==> config.mk <==
export PLATFORM = sky130hd
export DESIGN_NAME = pipeline_hazard_ctrl
export DESIGN_NICKNAME = d
export VERILOG_FILES = /design/src/rtl/pipeline_hazard_ctrl.sv
export SDC_FILE = /design/constraint.sdc
export NUM_CORES = 1
export LEC_CHECK = 0
export CELL_PAD_IN_SITES_DETAIL_PLACEMENT = 1
export CELL_PAD_IN_SITES_GLOBAL_PLACEMENT = 1
export CORE_MARGIN = 3
export CORE_UTILIZATION = 30
export DETAILED_ROUTE_END_ITERATION = 6
export PLACE_DENSITY_LB_ADDON = 0.3
export SYNTH_ARGS = -nofsm -noshare
export SYNTH_HDL_FRONTEND = slang
export SYNTH_SLANG_ARGS = --single-unit
==> constraint.sdc <==
create_clock -name clk -period 7.4 [get_ports clk]
set_input_delay 1.48 -clock clk [delete_from_list [all_inputs] [get_ports clk]]
set_output_delay 1.48 -clock clk [all_outputs]
set_load 0.005 [all_outputs]
==> src/rtl/pipeline_hazard_ctrl.sv <==
// EX/MEM sequencing for the 3-stage RV32I core: reset fill, redirect and load-use bubbles, mem_wait freeze.
// Optional performance counters are enabled by defining PIPE_CTRL_PERF_EN.
module pipeline_hazard_ctrl #(
  parameter int          RESET_FILL = 2,
  parameter logic [31:0] NOP        = 32'h0000_0013
) (
  input  logic        clk,
  input  logic        rst,
  input  logic [31:0] inst_id,
  input  logic        pc_sel_ex,
  input  logic        mem_wait,
  output logic [31:0] inst_ex,
  output logic [31:0] inst_mem,
  output logic        valid_ex,
  output logic        valid_mem,
  output logic        stall_if,
  output logic        kill_id,
  output logic        pc_redirect,
  output logic [1:0]  state,
  output logic [31:0] cycle_count,
  output logic [31:0] inst_count
);

  localparam logic [1:0] S_FILL     = 2'd0;
  localparam logic [1:0] S_RUN      = 2'd1;
  localparam logic [1:0] S_REDIRECT = 2'd2;

  localparam logic [6:0] OP_LOAD   = 7'b0000011;
  localparam logic [6:0] OP_STORE  = 7'b0100011;
  localparam logic [6:0] OP_BRANCH = 7'b1100011;
  localparam logic [6:0] OP_REG    = 7'b0110011;
  localparam logic [6:0] OP_LUI    = 7'b0110111;
  localparam logic [6:0] OP_AUIPC  = 7'b0010111;
  localparam logic [6:0] OP_JAL    = 7'b1101111;

  localparam int CNT_W = (RESET_FILL > 1) ? $clog2(RESET_FILL) : 1;
  localparam logic [CNT_W-1:0] FILL_INIT = CNT_W'(RESET_FILL - 1);

  logic [CNT_W-1:0] fill_cnt;
  logic [6:0]       op_ex, op_id;
  logic [4:0]       rd_ex, rs1_id, rs2_id;
  logic             rs1_used, rs2_used, load_use, bubble;

  assign op_ex  = inst_ex[6:0];
  assign rd_ex  = inst_ex[11:7];
  assign op_id  = inst_id[6:0];
  assign rs1_id = inst_id[19:15];
  assign rs2_id = inst_id[24:20];

  assign rs1_used = !(op_id == OP_LUI || op_id == OP_AUIPC || op_id == OP_JAL);
  assign rs2_used = (op_id == OP_REG) || (op_id == OP_STORE) || (op_id == OP_BRANCH);

  assign load_use = (state == S_RUN) && valid_ex && (op_ex == OP_LOAD) && (rd_ex != 5'd0) &&
                    ((rs1_used && rs1_id == rd_ex) || (rs2_used && rs2_id == rd_ex));

  assign pc_redirect = pc_sel_ex & valid_ex & ~mem_wait;

  // Hazard resolution, highest priority first; outputs settle before the edge they act on
  always_comb begin
    stall_if = 1'b0;
    kill_id  = 1'b0;
    if (rst)                 kill_id  = 1'b1;
    else if (mem_wait)       stall_if = 1'b1;
    else if (pc_redirect)    kill_id  = 1'b1;
    else if (state != S_RUN) kill_id  = 1'b1;
    else if (load_use)       stall_if = 1'b1;
  end

  // Outside mem_wait, stall_if only comes from a load-use hazard, which also needs a bubble
  assign bubble = kill_id | stall_if;

  // ID -> EX -> MEM stage registers
  always_ff @(posedge clk or posedge rst) begin
    if (rst) begin
      inst_ex   <= NOP;
      inst_mem  <= NOP;
      valid_ex  <= 1'b0;
      valid_mem <= 1'b0;
    end else if (!mem_wait) begin
      inst_mem  <= inst_ex;
      valid_mem <= valid_ex;
      inst_ex   <= bubble ? NOP : inst_id;
      valid_ex  <= ~bubble;
    end
  end

  always_ff @(posedge clk or posedge rst) begin
    if (rst) begin
      state    <= S_FILL;
      fill_cnt <= FILL_INIT;
    end else if (!mem_wait) begin
      case (state)
        S_FILL: begin
          if (fill_cnt == '0) state <= S_RUN;
          else                fill_cnt <= fill_cnt - CNT_W'(1);
        end
        S_RUN:      if (pc_redirect) state <= S_REDIRECT;
        S_REDIRECT: state <= S_RUN;
        default:    state <= S_FILL;
      endcase
    end
  end

`ifdef PIPE_CTRL_PERF_EN
  always_ff @(posedge clk or posedge rst) begin
    if (rst) begin
      cycle_count <= '0;
      inst_count  <= '0;
    end else begin
      cycle_count <= cycle_count + 32'd1;
      if (!mem_wait && valid_mem) inst_count <= inst_count + 32'd1;
    end
  end
`else
  assign cycle_count = '0;
  assign inst_count  = '0;
`endif

endmodule

After elaboration in Yosys (flattened, before gate mapping)
Index checks and enable logic that the tools add are counted.

Memories kept: 0. Register bits: 69. Memory bits (writable): 0. Memory bits (read-only): 0. Bits in latches: 0.

Add/sub/neg operators: 1. Multipliers: 0. Order comparisons: 0. Multiplexer cells: 14. Reduce and logical (&&, ||, !) cells: 16. Bitwise logic cells: 5. Divide/modulo/power cells: 0. Equality and inequality tests: 14. Shift-type cells: 0.

Operators with widths (number): $mux 32 (1); $eq 7x6->1 const B (3); $eq 7x7->1 const B (2); $eq 5x5->1 (2); $mux 1 (10); $eq 7x2->1 const B (1); $eq 7x5->1 const B (1); $logic_and 1x1->1 (6); $pmux 2 s3 (1); $logic_or 1x1->1 (5); $reduce_bool 5->1 (1); $mux 2 (2); $ne 2x2->1 const B (2); $reduce_and 3->1 (1); $and 1x1->1 (2); $eq 2x1->1 const B (1); $eq 2x2->1 const B (1); $logic_not 2->1 (1); $ne 2x1->1 const B (1); $not 1->1 (2); $reduce_and 2->1 (1); $logic_not 1->1 (1); $or 1x1->1 (1); $sub 1x1->1 const B (1).

Depth between registers and ports, before layout
Depth in word-level cells: 14. Mapped depth: 7. Depth with buffers taken out: 6.

Least setup slack after synthesis
OpenSTA, ideal clock, no wires.

Kind: input-to-output. From: in rst. To: out stall_if. Path slack: 2.735 ns. Cell stages on the path: 2. Buffers on the path: 0. Arrival: 3.185 ns. Cell sequence: inv_1 o21a_1.

Longest elaborated chain between the ends: 1.

Ends and longest elaborated chain: start, declared (line 8) `input logic rst,`; $mux 1 (line 62) `if (rst) kill_id = 1'b1;`; end, declared (line 16) `output logic stall_if,`.

Every way passes these cells.

Final worst setup path
From: in inst_id[16]. To: out stall_if.

Longest elaborated chain between the ends: 9.

Ends and longest elaborated chain: start, declared (line 9) `input logic [31:0] inst_id,`; $eq 5x5->1 (line 54) `((rs1_used && rs1_id == rd_ex) || (rs2_used && rs2_id == rd_ex));`; $logic_and 1x1->1 (line 54); $logic_or 1x1->1 (line 54); $logic_and 1x1->1 (line 53) `assign load_use = (state == S_RUN) && valid_ex && (op_ex == OP_LOAD) && (rd_ex != 5'd0) &&`; $mux 1 (line 66) `else if (load_use) stall_if = 1'b1;`; $mux 1 (line 65) `else if (state != S_RUN) kill_id = 1'b1;`; $mux 1 (line 64) `else if (pc_redirect) kill_id = 1'b1;`; $mux 1 (line 63) `else if (mem_wait) stall_if = 1'b1;`; $mux 1 (line 62).

Every way passes these cells.

==> summary.txt <==
Layout
  • Layout cell share with drive strength beyond 1: 15.9%
  • Diode count: 0
  • Final #Nets: 458
  • Multi-input gate area: 1260 um2
  • Filler Cells Inserted: 1286
  • Sequential cell area: 1740 um2
  • Most frequent cells in the layout: clkdlybuf4s50_1, conb_1, dfrtp_1
  • Layout area overhead: 36.9%
  • Most common cell after layout, fill and taps aside: clkdlybuf4s50_1

Logic synthesis
  • Most used DFF post-synth: dfrtp_1
  • Post-Syn Area per Cell: 11.0 um2
  • #FFs+latches synth: 69
  • Multiplexer share of the synthesized area: 10.8%
  • Main combinational cell family by area after synthesis: buffers and inverters
  • Adder-cell share of the synthesized area: 0%
  • Top cell type by total area after synthesis: dfrtp_1
  • Top post-synthesis cells by area: dfrtp_1, buf_4, mux2_2, o31ai_1, dfstp_2
  • Synth Area in Compound Gates: 10.7%
  • Ys async rst share: 100%
  • Synth Area in XOR/XNOR: 2.54%
  • Post-Synth Simple-Gate Area: 5.65%
  • Yosys warns: 0
  • Netlist cell types: 36
  • Post-synth top area share: 44.9%
  • Sequential element share of the synthesized area: 50.3%
  • Syn Inst Count: 315
  • EDFF count, synth: 0
  • Synthesized cell area: 3450 um2

GRT
  • Pin count of the biggest net entering global routing: 70
  • First-pass GRT wire length: 14000 um
  • Initial antenna violation count: 0
  • Vias in the first global route: 2572
  • GRT overflow: 0
  • All-Layer GR Usage: 13.9%

Setup path
  • CP delay by family, top: buffers and inverters
  • Max incr delay on CP: 0.54 ns
  • Critical R2R Capture: valid_ex
  • Setup Crit Path Kind: input port to output pin
  • R2R Setup Slk: 5.31 ns
  • Crit path arrival time: 3.47 ns
  • CP Depth: 7
  • Worst-path cell chain: clkdlybuf4s50_1 -> xor2_1 -> nor3_1 -> o2111ai_2 -> a21oi_4 -> o21a_1 -> clkdlybuf4s50_1
  • Crit start category: input port
  • Worst Reg-to-Reg Cells: 6
  • Worst reg2reg path startpoint: inst_ex[8]
  • Critical Path Sink Type: output pin
  • Worst Path Required: 5.92 ns
  • Worst path most repeated cell: clkdlybuf4s50_1
  • Setup crit start: inst_id[16]
  • CP Max Fanout: 2
  • CP Buf/Inv Count: 2
  • Slowest cell on crit path: clkdlybuf4s50_1

Power and ir drop
  • Final Power: 1.22 mW
  • Pleak: 2.20 nW
  • Peak supply drop: 0.000114 V
  • Power per Cell Area: 259 nW/um2

Floorplan
  • Die ar.: 12800 um2
  • Core area: 11000 um2
  • Chip width: 113 um
  • Initial Utilization: 31.3%
  • Rows: 38
  • I/O Pins: 171
  • Chip Height: 113 um

Min path
  • WHS Path Cells: 1
  • Worst Hold End: fill_cnt
  • Min-delay src: fill_cnt
  • Hold WC Path Type: register to register

STA
  • Final Setup Violations: 0
  • Relative slew slack: 42.1%
  • RSZ-0062 raised after global routing: no
  • Setup tns final: 0 ns
  • Final Skew: 0.00882 ns
  • Worst-margin pin slew: 0.869 ns
  • Hold Violations, Final: 0
  • FMAX: 0.202 GHz
  • Final Max Slew Viols: 0
  • Final Cycle Share: 66.9%
  • Tmin final: 4.95 ns

Drt
  • DR WL/cell: 15.7 um
  • M1 WL: 3860 um
  • Pre-Repair DR Iteration Count: 4
  • Vias: 2457
  • Initial drt markers: 91
  • Final wirelength: 8900 um
  • Wire length on met3: 552 um
  • DRC Markers: 0
  • DR WL met2: 4350 um
  • Vias per cell: 4.33
  • Top layer in use: met4
  • Post-route ant nets: 0

Clock network
  • # hold bufs at CTS: 0
  • Clock-pin slew on the worst setup and hold paths: 0.06 ns
  • Setup Fix Bufs, Post-CTS: 0
  • Clk sinks: 69
  • H-tree depth: 3
  • Post-cts sizing count: 0
  • Root Buffer: clkbuf_16
  • TritonCTS Buffers: 9
  • CTS tree: done
  • CTS Buffer Depth: 2
  • Clk_lat worst skew: 0.33 ns

Place
  • Gpl congestion: 0.753
  • PortBufs: 106
  • Post-DP HPWL: 6470 um

Outcome
  • Outcome: complete, no violations

Run
  • Max_cap viols: 0
==> worst register-to-register path, stage by stage, from the launching register on <==
cell and delay, ns:
dfrtp_1 0.47, xor2_1 0.20, nor3_1 0.34, o2111ai_2 0.21, a21oi_4 0.18, buf_4 0.40
o21ai_0 0.16
==> kinds of logic after synthesis <==
family | Yosys count
buffers and inverters | 111
DFF | 69
and+or+nand+nor | 46
AOI/OAI and AO/OA | 45
muxes | 33
xor gates and xnor gates | 10
other | 1
==> layout make-up <==
cell class              instances  area share (%)
inverters                      34            2.70
well taps                     140            3.70
clock buffers                  10            4.84
repair buffers                110            23.0
multi-input cells             198            26.7
clock inverters                 6            2.36
flip-flops and latches         69            36.7
==> sequential cells by signal (all words and copies together), names as in the netlist <==
register,count
valid_ex,1
state,2
inst_mem,32
fill_cnt,1
valid_mem,1
inst_ex,32
==> Yosys cell counts (all sizes together), types with 2 or more instances <==
master and number:
o31ai 29, o32a 3, xor2 6, nand4 2, mux2 33, nor3 3, inv 34, xnor2 4
clkbuf 3, dfrtp 62, dfstp 7, buf 74, nand2 35, a211oi 2, a21oi 3
==> per-layer routing <==
layer	global-route usage, %	vias to the layer above
li1	-	1140
met5	0	-
met1	18.0	1203
met2	23.2	105
met4	5.05	0
met3	2.62	9
==> worst max path at each step <==
stage                     endpoint  slack [ns]
after global placement    stall_if        2.44
after floorplan           stall_if        2.74
after global routing      stall_if        2.34
final                     stall_if        2.45
after CTS                 stall_if        2.42
after detailed placement  stall_if        2.44
==> where the power goes <==
| group | internal, mW | switching [mW] | total (mW) |
|---|---|---|---|
| Clock | 0.329 | 0.160 | 0.489 |
| Combinational | 0.157 | 0.0984 | 0.256 |
| Sequential | 0.435 | 0.0449 | 0.480 |
| Total | 0.921 | 0.303 | 1.22 |
==> per-stage QoR <==
step	instance area, um2	hold WS, ns	setup WS (ns)	cells	utilization, %
floorplan	3690	0.441	2.74	378	-
finish	4730	0.461	2.45	567	42.9
detailed placement	4390	0.454	2.44	551	39.8
global route	4730	0.467	2.34	567	42.9
CTS	4730	0.462	2.42	567	42.9
global placement	4390	0.447	2.44	551	39.8
Note: power is estimated with default switching activity, not from simulation.
